[src/rtl/clkinv_div_gen.sv]
// Multi-channel programmable clock divider: each channel produces a glitch-free
// divided clock whose ratio and polarity only change at period boundaries.
module clkinv_div_gen #(
    parameter int NCH     = 2,
    parameter int DIVW    = 8,
    parameter int DIV_RST = 0
) (
    input  logic                CLK,
    input  logic                RN,
    input  logic [NCH-1:0]      EN,
    input  logic                CFG_VALID,
    output logic                CFG_READY,
    input  logic [NCH-1:0]      CFG_MASK,
    input  logic [NCH*DIVW-1:0] CFG_DIV,
    input  logic [NCH-1:0]      CFG_INV,
    output logic [NCH-1:0]      ZN,
    output logic [NCH-1:0]      RUN
);

    logic [DIVW-1:0] cnt_r   [NCH];
    logic [DIVW-1:0] div_a_r [NCH];
    logic [DIVW-1:0] div_p_r [NCH];
    logic [NCH-1:0]  ph_r;
    logic [NCH-1:0]  run_r;
    logic [NCH-1:0]  inv_a_r;
    logic [NCH-1:0]  inv_p_r;
    logic [NCH-1:0]  pend_r;
    logic [NCH-1:0]  zn_r;
    logic            ready_r;

    logic [DIVW-1:0] cnt_nx_s   [NCH];
    logic [DIVW-1:0] div_a_nx_s [NCH];
    logic [DIVW-1:0] div_p_nx_s [NCH];
    logic [NCH-1:0]  ph_nx_s;
    logic [NCH-1:0]  run_nx_s;
    logic [NCH-1:0]  inv_a_nx_s;
    logic [NCH-1:0]  inv_p_nx_s;
    logic [NCH-1:0]  pend_nx_s;
    logic [NCH-1:0]  zn_nx_s;
    logic [NCH-1:0]  at_end_s;
    logic [NCH-1:0]  bound_s;
    logic [NCH-1:0]  apply_s;
    logic            xfer_s;

    // Next-state computation for every channel plus the shared config handshake.
    always_comb begin
        xfer_s     = CFG_VALID && ready_r;
        ph_nx_s    = ph_r;
        run_nx_s   = run_r;
        inv_a_nx_s = inv_a_r;
        inv_p_nx_s = inv_p_r;
        pend_nx_s  = pend_r;
        zn_nx_s    = zn_r;
        at_end_s   = '0;
        bound_s    = '0;
        apply_s    = '0;
        for (int i = 0; i < NCH; i++) begin
            cnt_nx_s[i]   = cnt_r[i];
            div_a_nx_s[i] = div_a_r[i];
            div_p_nx_s[i] = div_p_r[i];

            at_end_s[i] = (cnt_r[i] == div_a_r[i]);
            bound_s[i]  = run_r[i] && at_end_s[i] && ph_r[i];
            // Pending values land only while idle or exactly at the end of a period.
            apply_s[i]  = pend_r[i] && (!run_r[i] || bound_s[i]);

            if (apply_s[i]) begin
                div_a_nx_s[i] = div_p_r[i];
                inv_a_nx_s[i] = inv_p_r[i];
            end else begin
                div_a_nx_s[i] = div_a_r[i];
                inv_a_nx_s[i] = inv_a_r[i];
            end

            if (!run_r[i]) begin
                cnt_nx_s[i] = '0;
                ph_nx_s[i]  = 1'b0;
                run_nx_s[i] = EN[i];
            end else if (at_end_s[i]) begin
                cnt_nx_s[i] = '0;
                ph_nx_s[i]  = ~ph_r[i];
                run_nx_s[i] = bound_s[i] ? EN[i] : 1'b1;
            end else begin
                cnt_nx_s[i] = cnt_r[i] + DIVW'(1);
                ph_nx_s[i]  = ph_r[i];
                run_nx_s[i] = 1'b1;
            end

            // A transfer is only accepted with nothing pending, so capture never meets apply.
            if (xfer_s && CFG_MASK[i]) begin
                div_p_nx_s[i] = CFG_DIV[i*DIVW +: DIVW];
                inv_p_nx_s[i] = CFG_INV[i];
                pend_nx_s[i]  = 1'b1;
            end else begin
                div_p_nx_s[i] = div_p_r[i];
                inv_p_nx_s[i] = inv_p_r[i];
                pend_nx_s[i]  = apply_s[i] ? 1'b0 : pend_r[i];
            end

            zn_nx_s[i] = ph_nx_s[i] ^ inv_a_nx_s[i];
        end
    end

    // State and output flops; every output is a register clocked by CLK.
    always_ff @(posedge CLK or negedge RN) begin
        if (!RN) begin
            for (int i = 0; i < NCH; i++) begin
                cnt_r[i]   <= '0;
                div_a_r[i] <= DIVW'(DIV_RST);
                div_p_r[i] <= '0;
            end
            ph_r    <= '0;
            run_r   <= '0;
            inv_a_r <= '0;
            inv_p_r <= '0;
            pend_r  <= '0;
            zn_r    <= '0;
            ready_r <= 1'b1;
        end else begin
            for (int i = 0; i < NCH; i++) begin
                cnt_r[i]   <= cnt_nx_s[i];
                div_a_r[i] <= div_a_nx_s[i];
                div_p_r[i] <= div_p_nx_s[i];
            end
            ph_r    <= ph_nx_s;
            run_r   <= run_nx_s;
            inv_a_r <= inv_a_nx_s;
            inv_p_r <= inv_p_nx_s;
            pend_r  <= pend_nx_s;
            zn_r    <= zn_nx_s;
            ready_r <= ~|pend_nx_s;
        end
    end

    assign ZN        = zn_r;
    assign RUN       = run_r;
    assign CFG_READY = ready_r;

endmodule

[config.mk]
export PLATFORM = sky130hd
export DESIGN_NAME = clkinv_div_gen
export DESIGN_NICKNAME = d
export VERILOG_FILES = /design/src/rtl/clkinv_div_gen.sv
export SDC_FILE = /design/constraint.sdc
export NUM_CORES = 1
export LEC_CHECK = 0
export CAP_MARGIN = 10
export CORE_UTILIZATION = 45
export DETAILED_ROUTE_END_ITERATION = 10
export PLACE_DENSITY = 0.75
export REMOVE_ABC_BUFFERS = 1
export SYNTH_ARGS = -nofsm -noshare
export SYNTH_HDL_FRONTEND = slang
export SYNTH_SLANG_ARGS = --single-unit
[constraint.sdc]
create_clock -name CLK -period 2.05 [get_ports CLK]
set_input_delay 0.41 -clock CLK [delete_from_list [all_inputs] [get_ports CLK]]
set_output_delay 0.41 -clock CLK [all_outputs]
set_load 0.1 [all_outputs]
# Word level (Yosys, flattened, before mapping)

Index checks and enable logic that the tools add are counted.

Bitwise gates (word level): 4
Reduce and logical (&&, ||, !) cells: 15
Equality and inequality tests: 2
Muxes and demuxes: 20
$add $sub $neg: 2

Operator list:

| operator            | count |
|---|---|
| $mux 8              | 4 |
| $add 8x1->8 const B | 2 |
| $eq 8x8->1          | 2 |
| $mux 1              | 16 |
| $logic_and 1x1->1   | 9 |
| $logic_not 1->1     | 3 |
| $logic_or 1x1->1    | 2 |
| $not 1->1           | 2 |
| $reduce_or 2->1     | 1 |
| $xor 1x1->1         | 2 |

Output and inout port bits: 5
Bits in registers: 61
Input port bits: 25

# Logic depth before layout (Yosys ltp)

Depth in word-level cells: 9
Depth in mapped cells: 5
Depth with buffers taken out: 4

# Worst setup path after synthesis

OpenSTA, ideal clock, no wires.

Kind: register -> register
From: reg ready_r (netlist: CFG_READY)
To: reg div_p_r[0] (netlist name)
Required time: 1925 ps
Setup time: 125 ps
Period minus slack after synthesis: 1729 ps
Stages on the path, launching flop included: 3
Setup slack: 321 ps
Arrival time: 1604 ps
Cell sequence: dfstp_2 nand3_1 mux2_2

Longest elaborated chain between the ends: 2

RTL lines:

| what                           | RTL line | RTL |
|---|---|---|
| start: declaration             | 29       | `logic ready_r;` |
| start signal: assignment       | 131      | `ready_r <= ~\|pend_nx_s;` |
| $logic_and 1x1->1              | 47       | `xfer_s = CFG_VALID && ready_r;` |
| $logic_and 1x1->1              | 90       | `if (xfer_s && CFG_MASK[i]) begin` |
| end signal: indexed assignment | 123      | `div_p_r[i] <= div_p_nx_s[i];` |
| end: declaration               | 22       | `logic [DIVW-1:0] div_p_r [NCH];` |

No other way between the ends.
A chain may end at the register's enable or synchronous reset.

# Final worst setup path

From: reg cnt_r[0] (netlist name)
To: reg div_a_r[0] (netlist name)

Longest elaborated chain between the ends: 5

RTL lines:

| what                             | RTL line | RTL |
|---|---|---|
| start: declaration               | 20       | `logic [DIVW-1:0] cnt_r [NCH];` |
| start signal: indexed assignment | 121      | `cnt_r[i] <= cnt_nx_s[i];` |
| $eq 8x8->1                       | 62       | `at_end_s[i] = (cnt_r[i] == div_a_r[i]);` |
| $logic_and 1x1->1 (2 in a row)   | 63       | `bound_s[i] = run_r[i] && at_end_s[i] && ph_r[i];` |
| $logic_or 1x1->1                 | 65       | `apply_s[i] = pend_r[i] && (!run_r[i] \|\| bound_s[i]);` |
| $logic_and 1x1->1                | 65       |  |
| end signal: indexed assignment   | 109      | `div_a_r[i] <= DIVW'(DIV_RST);` |
| end signal: indexed assignment   | 122      | `div_a_r[i] <= div_a_nx_s[i];` |
| end: declaration                 | 21       | `logic [DIVW-1:0] div_a_r [NCH];` |

No other way between the ends.

==> impl_metrics.json <==
{
  "status": "complete, no violations",
  "regArea_um2": 1530,
  "drt_iter0_drc": 96,
  "drive_above_1_share": 0.178,
  "synth_edf_count": 0,
  "setup.worst_path.class": "flip-flop to flip-flop",
  "cts-htree-levels": 3,
  "finalSetupTns_ns": 0,
  "first_pass_iters": 4,
  "grt_use_met2": 0.263,
  "p_seq_frac": 0.453,
  "antenna_found_initial": 0,
  "maxCapViolations": 0,
  "crit_slowest_cell": "dfrtp_1",
  "startpoint_type": "flip-flop",
  "setup_ws_ns": 0.246,
  "p_leak_nw": 1.45,
  "final_area_um2": 3600,
  "cts_sinks": 61,
  "busiest_layer": "met2",
  "synth_cells": 269,
  "num-nets-final": 331,
  "die_area_um2": 6950,
  "die_w_um": 83.3,
  "finClkSkew_ns": 0.00823,
  "min-delay-path-class": "flip-flop to flip-flop",
  "clock.fmax_mhz": 554,
  "cp.required_ns": 2.26,
  "grt_max_degree": 47,
  "p_total_mw": 4.36,
  "ys_ff_latch": 61,
  "ys_types": 34,
  "grtUsageMet1": 0.253,
  "pwr-share-clk": 0.238,
  "final_core_util": 0.564,
  "vias_per_cell": 5.58,
  "cell_internal_pwr_mw": 2.79,
  "synthToLayoutAreaGrowth_pct": 21.0,
  "finalMaxSlewViolations": 0,
  "synth-seq-area-share": 0.513,
  "switching_share": 0.360,
  "clock_latency_ns": 0.34,
  "synthArstFlopShare": 1.00,
  "fp.dieH_um": 83.3,
  "max-vdd-ir-drop_mv": 0.687,
  "cts_max_path_buffers": 2,
  "clk_pin_slew_ns": 0.07,
  "ys_warn_count": 0,
  "core.rowCount": 29,
  "synth_flop_cell": "dfrtp_1",
  "min_period_ns": 1.80,
  "hold_viol": 0,
  "root_buffer": "clkbuf_8",
  "finalCritPeriodShare": 0.880,
  "worst_pin_slew_ns": 0.608,
  "final_antenna_net_count": 0,
  "via_count": 2154,
  "dp_hpwl_mm": 3.96,
  "critPathArrivalTime_ns": 2.01,
  "multi_input_area_um2": 1360,
  "synth_area_per_cell_um2": 11.1,
  "p_sw_mw": 1.57,
  "post-route-drc-count": 0,
  "path_max_fanout": 11,
  "postPlaceCellArea_um2": 3390,
  "netlist_area_um2": 2980,
  "io_buffers": 29,
  "start_util": 0.466,
  "setup_viol": 0,
  "core-area_um2": 6390,
  "end_kind": "flip-flop",
  "grt_pass1_wl_mm": 10.1,
  "cpPeakStageDelay_ns": 0.44,
  "slew_headroom": 0.595,
  "routed_wl_mm": 5.74,
  "ios": 30,
  "dp_slack_ns": 0.204,
  "grt-ovfl-total": 0,
  "cts_tree": "built",
  "rsz0062_at_grt": "false",
  "combPwrFrac": 0.309,
  "antennaDiodeCount": 0,
  "grt_pass1_vias": 2075,
  "place.gp.congestion": 0.745,
  "numCtsBuffers": 9,
  "gr-usage-met3": 0.0437,
  "grt_usage": 0.182,
  "crit_buf_inv": 1,
  "nFillCells": 542,
  "power.density_nw_per_um2": 1210,
  "wl_per_cell_um": 14.9,
  "cp_cell_sequence": "xnor2_1 -> nand4_4 -> buf_4 -> o311ai_0 -> o211ai_1",
  "crit_family": "compound AO/OA/AOI/OAI gates"
}
[area by class of cell]
type / instances / area share
Clock buffer: 10 / 0.0354
Clock inverter: 6 / 0.0177
Inverter: 8 / 0.00834
Multi-Input combinational cell: 186 / 0.379
Sequential cell: 61 / 0.424
Tap cell: 77 / 0.0267
Timing Repair Buffer: 38 / 0.109
[power groups by stage]
stage	logic (mW)	clock network (mW)	registers, mW
2_1_floorplan	0.913	0	2.02
3_3_place_gp	1.29	0	1.97
3_5_place_dp	1.33	0	1.99
4_1_cts	1.33	1.06	1.97
5_1_grt	1.52	1.10	2.04
6_report	1.35	1.04	1.97
[cells by family after synthesis]
group,share of synthesized area
compound gates,0.145
simple gates,0.152
buf+inv,0.0319
xor+xnor,0.0824
fa+ha+maj,0.00840
flops,0.513
mux,0.0681
[per-stage QoR]
| step | std cells | hold slack, ns |
|---|---|---|
| 5_1_grt | 386 | 0.524 |
| 3_5_place_dp | 369 | 0.363 |
| 6_report | 386 | 0.507 |
| 4_1_cts | 386 | 0.510 |
| 3_3_place_gp | 369 | 0.352 |
| 2_1_floorplan | 255 | 0.114 |
[synthesized netlist by cell type (3+ instances only)]
cell type,instances,area share
o311ai_1,14,0.041
inv_1,8,0.010
nand3_1,12,0.020
xnor2_1,18,0.053
mux2_2,18,0.068
buf_2,4,0.0067
xor2_1,10,0.029
or2_1,3,0.0063
nor2_1,16,0.020
nand2b_1,18,0.038
o311ai_0,4,0.012
clkbuf_1,9,0.011
and3_1,6,0.013
dfrtp_1,60,0.50
o211ai_1,18,0.045
nand2_1,20,0.025
[placed cells by master (no fill, tap or decap), types with 9 or more instances in the layout]
| master | synthesis | final |
|---|---|---|
| mux2_2 | 18 | 18 |
| nand2_1 | 20 | 20 |
| xor2_1 | 10 | 10 |
| o311ai_1 | 14 | 14 |
| clkdlybuf4s50_1 | 0 | 23 |
| xnor2_1 | 18 | 18 |
| nor2_1 | 16 | 16 |
| dfrtp_1 | 60 | 60 |
| o211ai_1 | 18 | 18 |
| nand3_1 | 12 | 12 |
| clkbuf_8 | 0 | 9 |
| nand2b_1 | 18 | 18 |
| buf_4 | 0 | 9 |
[sequential cells by signal (all words and copies together), names as in the netlist]
register   flops
cnt_r         16
div_a_r       16
div_p_r       16
RUN            2
ZN             2
inv_a_r        2
inv_p_r        2
pend_r         2
ph_r           2
CFG_READY      1
[routing by layer]
| layer | up-vias | share of wire |
|---|---|---|
| met3 | 11 | 0.031 |
| met1 | 1065 | 0.49 |
| li1 | 1038 | - |
| met2 | 40 | 0.46 |
| met4 | 0 | 0.020 |
| met5 | - | 0 |
[timing repair]
| item | CTS | global route |
|---|---|---|
| buffers inserted | 0 | 0 |
| gates resized for setup | 0 | 1 |
| endpoints found under the setup margin | 0 | 1 |
| hold endpoints to repair | 11 | 0 |
| hold buffers | 1 | 0 |
[worst paths after layout]
check	from	to	slack, ns	cells past startpoint
max in group asynchronous	RN	CFG_READY	0.90	3
min in group asynchronous	RN	div_p_r[5]	0.54	2
worst min-delay path	div_p_r[9]	div_p_r[9]	0.51	1
worst max register to register	cnt_r[0]	div_a_r[0]	0.25	5
worst max-delay path	cnt_r[0]	div_a_r[0]	0.25	5
worst min register to register	div_p_r[9]	div_p_r[9]	0.51	1
Note: power is estimated with default switching activity, not from simulation.
